## src/rtl/wb_sram_ctrl.sv

```systemverilog
// wb_sram_ctrl: Wishbone B4 pipelined slave driving an asynchronous 16-bit SRAM.
// Each accepted request becomes one timed SRAM access:
//   - reads hold oe_n low for RD_WAIT cycles;
//   - writes hold we_n low for WR_WAIT cycles, followed by one hold cycle.
// Optional feature macro: SRAM_CTRL_TURNAROUND_EN inserts one dead cycle (TURN)
// after every access.
module wb_sram_ctrl #(
  parameter int unsigned ADDR_WIDTH = 18,
  parameter int unsigned RD_WAIT    = 2,
  parameter int unsigned WR_WAIT    = 2
) (
  input  logic                  clk,
  input  logic                  rst,
  input  logic                  wb_cyc_i,
  input  logic                  wb_stb_i,
  input  logic                  wb_we_i,
  input  logic [ADDR_WIDTH-1:0] wb_adr_i,
  input  logic [15:0]           wb_dat_i,
  input  logic [1:0]            wb_sel_i,
  output logic [15:0]           wb_dat_o,
  output logic                  wb_ack_o,
  output logic                  wb_stall_o,
  output logic [ADDR_WIDTH-1:0] sram_addr,
  input  logic [15:0]           sram_dq_i,
  output logic [15:0]           sram_dq_o,
  output logic                  sram_dq_oe,
  output logic                  sram_ce_n,
  output logic                  sram_oe_n,
  output logic                  sram_we_n,
  output logic                  sram_lb_n,
  output logic                  sram_ub_n
);

  localparam int unsigned MAX_WAIT = (RD_WAIT > WR_WAIT) ? RD_WAIT : WR_WAIT;
  localparam int unsigned CNT_W    = (MAX_WAIT > 1) ? $clog2(MAX_WAIT) : 1;

  typedef enum logic [2:0] {
    S_IDLE  = 3'd0,
    S_READ  = 3'd1,
    S_WRITE = 3'd2,
`ifdef SRAM_CTRL_TURNAROUND_EN
    S_WHOLD = 3'd3,
    S_TURN  = 3'd4
`else
    S_WHOLD = 3'd3
`endif
  } state_t;

  // State entered at the edge that completes an access
`ifdef SRAM_CTRL_TURNAROUND_EN
  localparam state_t DONE_ST = S_TURN;
`else
  localparam state_t DONE_ST = S_IDLE;
`endif

  state_t                  state_q;
  logic [CNT_W-1:0]        cnt_q;
  logic [1:0]              sel_q;
  logic                    ack_q;
  logic [15:0]             rdat_q;
  logic [ADDR_WIDTH-1:0]   addr_q;
  logic [15:0]             dq_o_q;
  logic                    dq_oe_q;
  logic                    ce_n_q;
  logic                    oe_n_q;
  logic                    we_n_q;
  logic                    lb_n_q;
  logic                    ub_n_q;

  logic                    req_c;
  logic                    cnt_zero_c;
  logic [15:0]             rd_mask_c;

  // Request qualification and byte-lane masking of read data
  assign req_c      = wb_cyc_i & wb_stb_i & (state_q == S_IDLE);
  assign cnt_zero_c = (cnt_q == '0);
  assign rd_mask_c  = {sram_dq_i[15:8] & {8{sel_q[1]}}, sram_dq_i[7:0] & {8{sel_q[0]}}};

  // Access sequencer: all bus and SRAM outputs are registered here
  always_ff @(posedge clk or posedge rst) begin
    if (rst) begin
      state_q <= S_IDLE;
      cnt_q   <= '0;
      sel_q   <= 2'b00;
      ack_q   <= 1'b0;
      rdat_q  <= 16'h0000;
      addr_q  <= '0;
      dq_o_q  <= 16'h0000;
      dq_oe_q <= 1'b0;
      ce_n_q  <= 1'b1;
      oe_n_q  <= 1'b1;
      we_n_q  <= 1'b1;
      lb_n_q  <= 1'b1;
      ub_n_q  <= 1'b1;
    end else begin
      ack_q <= 1'b0;
      case (state_q)
        S_IDLE: begin
          if (req_c) begin
            addr_q <= wb_adr_i;
            sel_q  <= wb_sel_i;
            ce_n_q <= 1'b0;
            lb_n_q <= ~wb_sel_i[0];
            ub_n_q <= ~wb_sel_i[1];
            if (wb_we_i) begin
              dq_o_q  <= wb_dat_i;
              dq_oe_q <= 1'b1;
              we_n_q  <= 1'b0;
              cnt_q   <= CNT_W'(WR_WAIT - 1);
              state_q <= S_WRITE;
            end else begin
              oe_n_q  <= 1'b0;
              cnt_q   <= CNT_W'(RD_WAIT - 1);
              state_q <= S_READ;
            end
          end
        end
        S_READ: begin
          if (cnt_zero_c) begin
            rdat_q  <= rd_mask_c;
            ce_n_q  <= 1'b1;
            oe_n_q  <= 1'b1;
            lb_n_q  <= 1'b1;
            ub_n_q  <= 1'b1;
            ack_q   <= wb_cyc_i;
            state_q <= DONE_ST;
          end else begin
            cnt_q <= cnt_q - CNT_W'(1);
          end
        end
        S_WRITE: begin
          // we_n rises first; address and data remain driven through WHOLD
          if (cnt_zero_c) begin
            we_n_q  <= 1'b1;
            state_q <= S_WHOLD;
          end else begin
            cnt_q <= cnt_q - CNT_W'(1);
          end
        end
        S_WHOLD: begin
          ce_n_q  <= 1'b1;
          lb_n_q  <= 1'b1;
          ub_n_q  <= 1'b1;
          dq_oe_q <= 1'b0;
          ack_q   <= wb_cyc_i;
          state_q <= DONE_ST;
        end
`ifdef SRAM_CTRL_TURNAROUND_EN
        S_TURN: begin
          state_q <= S_IDLE;
        end
`endif
        default: begin
          state_q <= S_IDLE;
        end
      endcase
    end
  end

  assign wb_stall_o = (state_q != S_IDLE);
  assign wb_ack_o   = ack_q;
  assign wb_dat_o   = rdat_q;
  assign sram_addr  = addr_q;
  assign sram_dq_o  = dq_o_q;
  assign sram_dq_oe = dq_oe_q;
  assign sram_ce_n  = ce_n_q;
  assign sram_oe_n  = oe_n_q;
  assign sram_we_n  = we_n_q;
  assign sram_lb_n  = lb_n_q;
  assign sram_ub_n  = ub_n_q;

endmodule

```

## config.mk

```make
export PLATFORM = sky130hd
export DESIGN_NAME = wb_sram_ctrl
export DESIGN_NICKNAME = d
export VERILOG_FILES = /design/src/rtl/wb_sram_ctrl.sv
export SDC_FILE = /design/constraint.sdc
export NUM_CORES = 1
export LEC_CHECK = 0
export BUFFER_PORTS_ARGS = -buffer_cell sky130_fd_sc_hd__buf_2
export CORE_UTILIZATION = 42
export CTS_CLUSTER_SIZE = 16
export DETAILED_ROUTE_END_ITERATION = 8
export GPL_TIMING_DRIVEN = 0
export PLACE_DENSITY = 0.75
export SLEW_MARGIN = 0
export SYNTH_ARGS = -nofsm -noshare
export SYNTH_HDL_FRONTEND = slang
export SYNTH_SLANG_ARGS = --single-unit
```

## constraint.sdc

```tcl
create_clock -name clk -period 1.9 [get_ports clk]
set_input_delay 0.38 -clock clk [delete_from_list [all_inputs] [get_ports clk]]
set_output_delay 0.38 -clock clk [all_outputs]
set_load 0.03 [all_outputs]
```

==> out/qor.yml <==
run_status:
  status: "completed"
power:
  clkPwrFrac_pct: 19.1
  powerDensity_nw_per_um2: 1850
  intPower_mw: 3.83
  combPwrFrac_pct: 46.9
  pwr-share-seq_pct: 33.9
  switching_power_mw: 2.74
  ir_worst_vdd_mv: 0.964
  p_leak_nw: 1.85
  switching_share_pct: 41.7
final_layout:
  drive_above_1_share_pct: 53.5
  layout_common_cells: "buf_2 (114), dfrtp_1 (57), mux2_2 (37)"
  fillers: 536
  final_nets: 402
  antenna_cells: 0
  syn2layout_area_growth_pct: 34.8
  finalInstanceArea_um2: 3560
  layout_commonest_cell: "buf_2"
route:
  drt-total-wl_um: 5470
  vias_per_cell: 4.80
  drt_iter0_markers: 70
  wl_per_cell_um: 13.1
  ant_nets: 0
  dr.pass1.iters: 4
  route.detailed.drc: 0
  dr_total_vias: 2002
synth:
  synth_edf_count: 0
  synth-seq-area-share_pct: 59.0
  synth_flop_cell: "dfrtp_1"
  syn_area_um2: 2640
  synthTopCellsByArea: "dfrtp_1 (54%), mux2_2 (16%), dfstp_2 (5.0%)"
  netlist_instances: 210
  synth_cell_types: 32
  netlist.area_leader.share_pct: 54.0
  avgSynthCellArea_um2: 12.6
  yosys_warnings: 0
  synth_nets: 275
  ys_async_sr_fraction_pct: 100
  synth_seq_cells: 62
  yosys.area.top_type: "dfrtp_1"
setup_path:
  timing.rr.start: "state_q[1]"
  rr_endpoint: "sram_dq_o[7]"
  ff2ff_path_depth: 5
  cp.required_ns: 2.10
  critPathLaunchType: "flop"
  critPathKind: "flop to flop"
  worstPathArrival_ns: 1.95
  worstPathMaxFanout: 10
  end_kind: "flop"
  reg2reg_slack_ns: 0.15
global_route:
  grt_max_degree: 63
  overflow: 0
  use_met1_pct: 19.6
  met2_usage_pct: 28.2
  top_usage_layer: "met2"
  grt_pass1_wl_um: 8490
  antenna_found_initial: 0
  grt_pass1_vias: 1973
  gr-usage-all-layers_pct: 17.2
  grt_util_met3_pct: 6.85
place:
  post_dp_cell_area_um2: 3310
  port_buffers: 114
  place_hpwl_um: 3990
  place_congestion: 0.843
  dp_slack_ns: 0.00908
floorplanning:
  ios: 115
  die-height_um: 81.3
  core-area_um2: 5990
  rows: 28
  die_area_um2: 6610
  initial_core_util_pct: 44.1
  die_w_um: 81.3
clock_tree:
  tritoncts: "built"
  clock_latency_ns: 0.33
  h-tree-depth: 3
  hold_buffers: 0
  numCtsBuffers: 9
  clock_sinks: 62
  clk_pin_slew_ns: 0.07
  cts-root-buf: "clkbuf_8"
  clockBufferDepth: 2
sta:
  tightest_slew_ns: 0.423
  slew_viol_final: 0
  rsz0062_at_grt: "no"
  finalHoldViolations: 0
  fin_skew_ns: 0.00945
  fmax_mhz: 571
  setup_viol: 0
  fin_tns_setup_ns: 0
  period_needed_ns: 1.75
  fin_crit_sh_pct: 92.2
  setup_ws_ns: 0.148
  max_slew_margin_pct: 71.7
run:
  max_cap_viol_count: 0
hold_path:
  min_path_type: "primary input to async pin"
## cell usage after synthesis, types with 2 or more instances
library cell / count
dfrtp_1: 57
mux2_4: 2
ha_1: 8
mux2_2: 37
nor2b_1: 4
dfstp_2: 5
o21ai_0: 19
o2bb2ai_1: 2
nand3_1: 2
nand2_1: 34
clkbuf_1: 2
inv_1: 8
buf_2: 2
mux2i_1: 6
nor2_1: 3
buf_1: 3
## state kept, by name, summed over array words and instances (netlist names)
register    count
cnt_q           1
sel_q           2
sram_addr      18
sram_ce_n       1
sram_dq_o      16
sram_dq_oe      1
sram_lb_n       1
sram_oe_n       1
sram_ub_n       1
sram_we_n       1
state_q         2
wb_ack_o        1
wb_dat_o       16
## metrics by stage
| step | hold slack (ns) | cells | utilization, % | total power, mW |
|---|---|---|---|---|
| after floorplan | 0.497 | 210 | - | 4.46 |
| after global placement | 0.458 | 399 | 55.2 | 5.25 |
| after global routing | 0.0643 | 417 | 59.4 | 6.99 |
| after CTS | 0.261 | 415 | 58.9 | 6.62 |
| after detailed placement | 0.461 | 399 | 55.2 | 5.35 |
| final | 0.0479 | 417 | 59.4 | 6.57 |
## metal layers
| metal | wire [µm] | vias to the layer above |
|---|---|---|
| li1 | - | 974 |
| met1 | 2250 | 933 |
| met2 | 2700 | 86 |
| met3 | 432 | 9 |
| met4 | 83 | 0 |
| met5 | 0 | - |
## cells by family after synthesis
family | after synthesis | share of synthesized area (%)
compound gates | 30 | 7.01
flops | 62 | 59.0
simple gates | 48 | 8.06
buf+inv | 17 | 2.94
mux | 45 | 19.2
fa+ha+maj | 8 | 3.79
## worst max-delay path: stages, from the launching register on
cell and delay, ns:
dfrtp_1 0.43, inv_1 0.16, ha_2 0.25, nand4_2 0.26
buf_6 0.25, mux2_2 0.27
## how the worst max path moves through the flow
stage / start / depth (start not counted) / to
after global routing: state_q[1] / 5 / sram_dq_o[7]
after detailed placement: state_q[0] / 6 / sel_q[0]
after CTS: state_q[0] / 6 / sram_addr[0]
final: state_q[1] / 5 / sram_dq_o[7]
after global placement: state_q[0] / 6 / sram_addr[17]
after floorplan: state_q[0] / 6 / sel_q[0]
## power by group through the flow
| stage | combinational, mW | clock (mW) | sequential [mW] |
|---|---|---|---|
| finish | 3.08 | 1.26 | 2.23 |
| global route | 3.33 | 1.35 | 2.31 |
| CTS | 3.09 | 1.29 | 2.24 |
| detailed placement | 3.09 | 0 | 2.26 |
| global placement | 3.04 | 0 | 2.21 |
| floorplan | 1.14 | 0 | 3.32 |
## repair_timing
action	in CTS	in global routing
gates resized for setup	1	2
endpoints found under the setup margin	5	23
buffers inserted	0	1
## final cells by class
cell class / count / area, µm² / share of cell area [%]
sequential: 62 / 1560 / 43.8
buffer: 9 / 52.6 / 1.48
clock buffer: 12 / 145 / 4.08
clock inverter: 4 / 70.1 / 1.97
multi-input combinational: 131 / 1010 / 28.3
timing repair buffer: 116 / 598 / 16.8
inverter: 8 / 33.8 / 0.949
tap: 75 / 93.8 / 2.64
No activity file was read; power rests on OpenSTA's default activity.
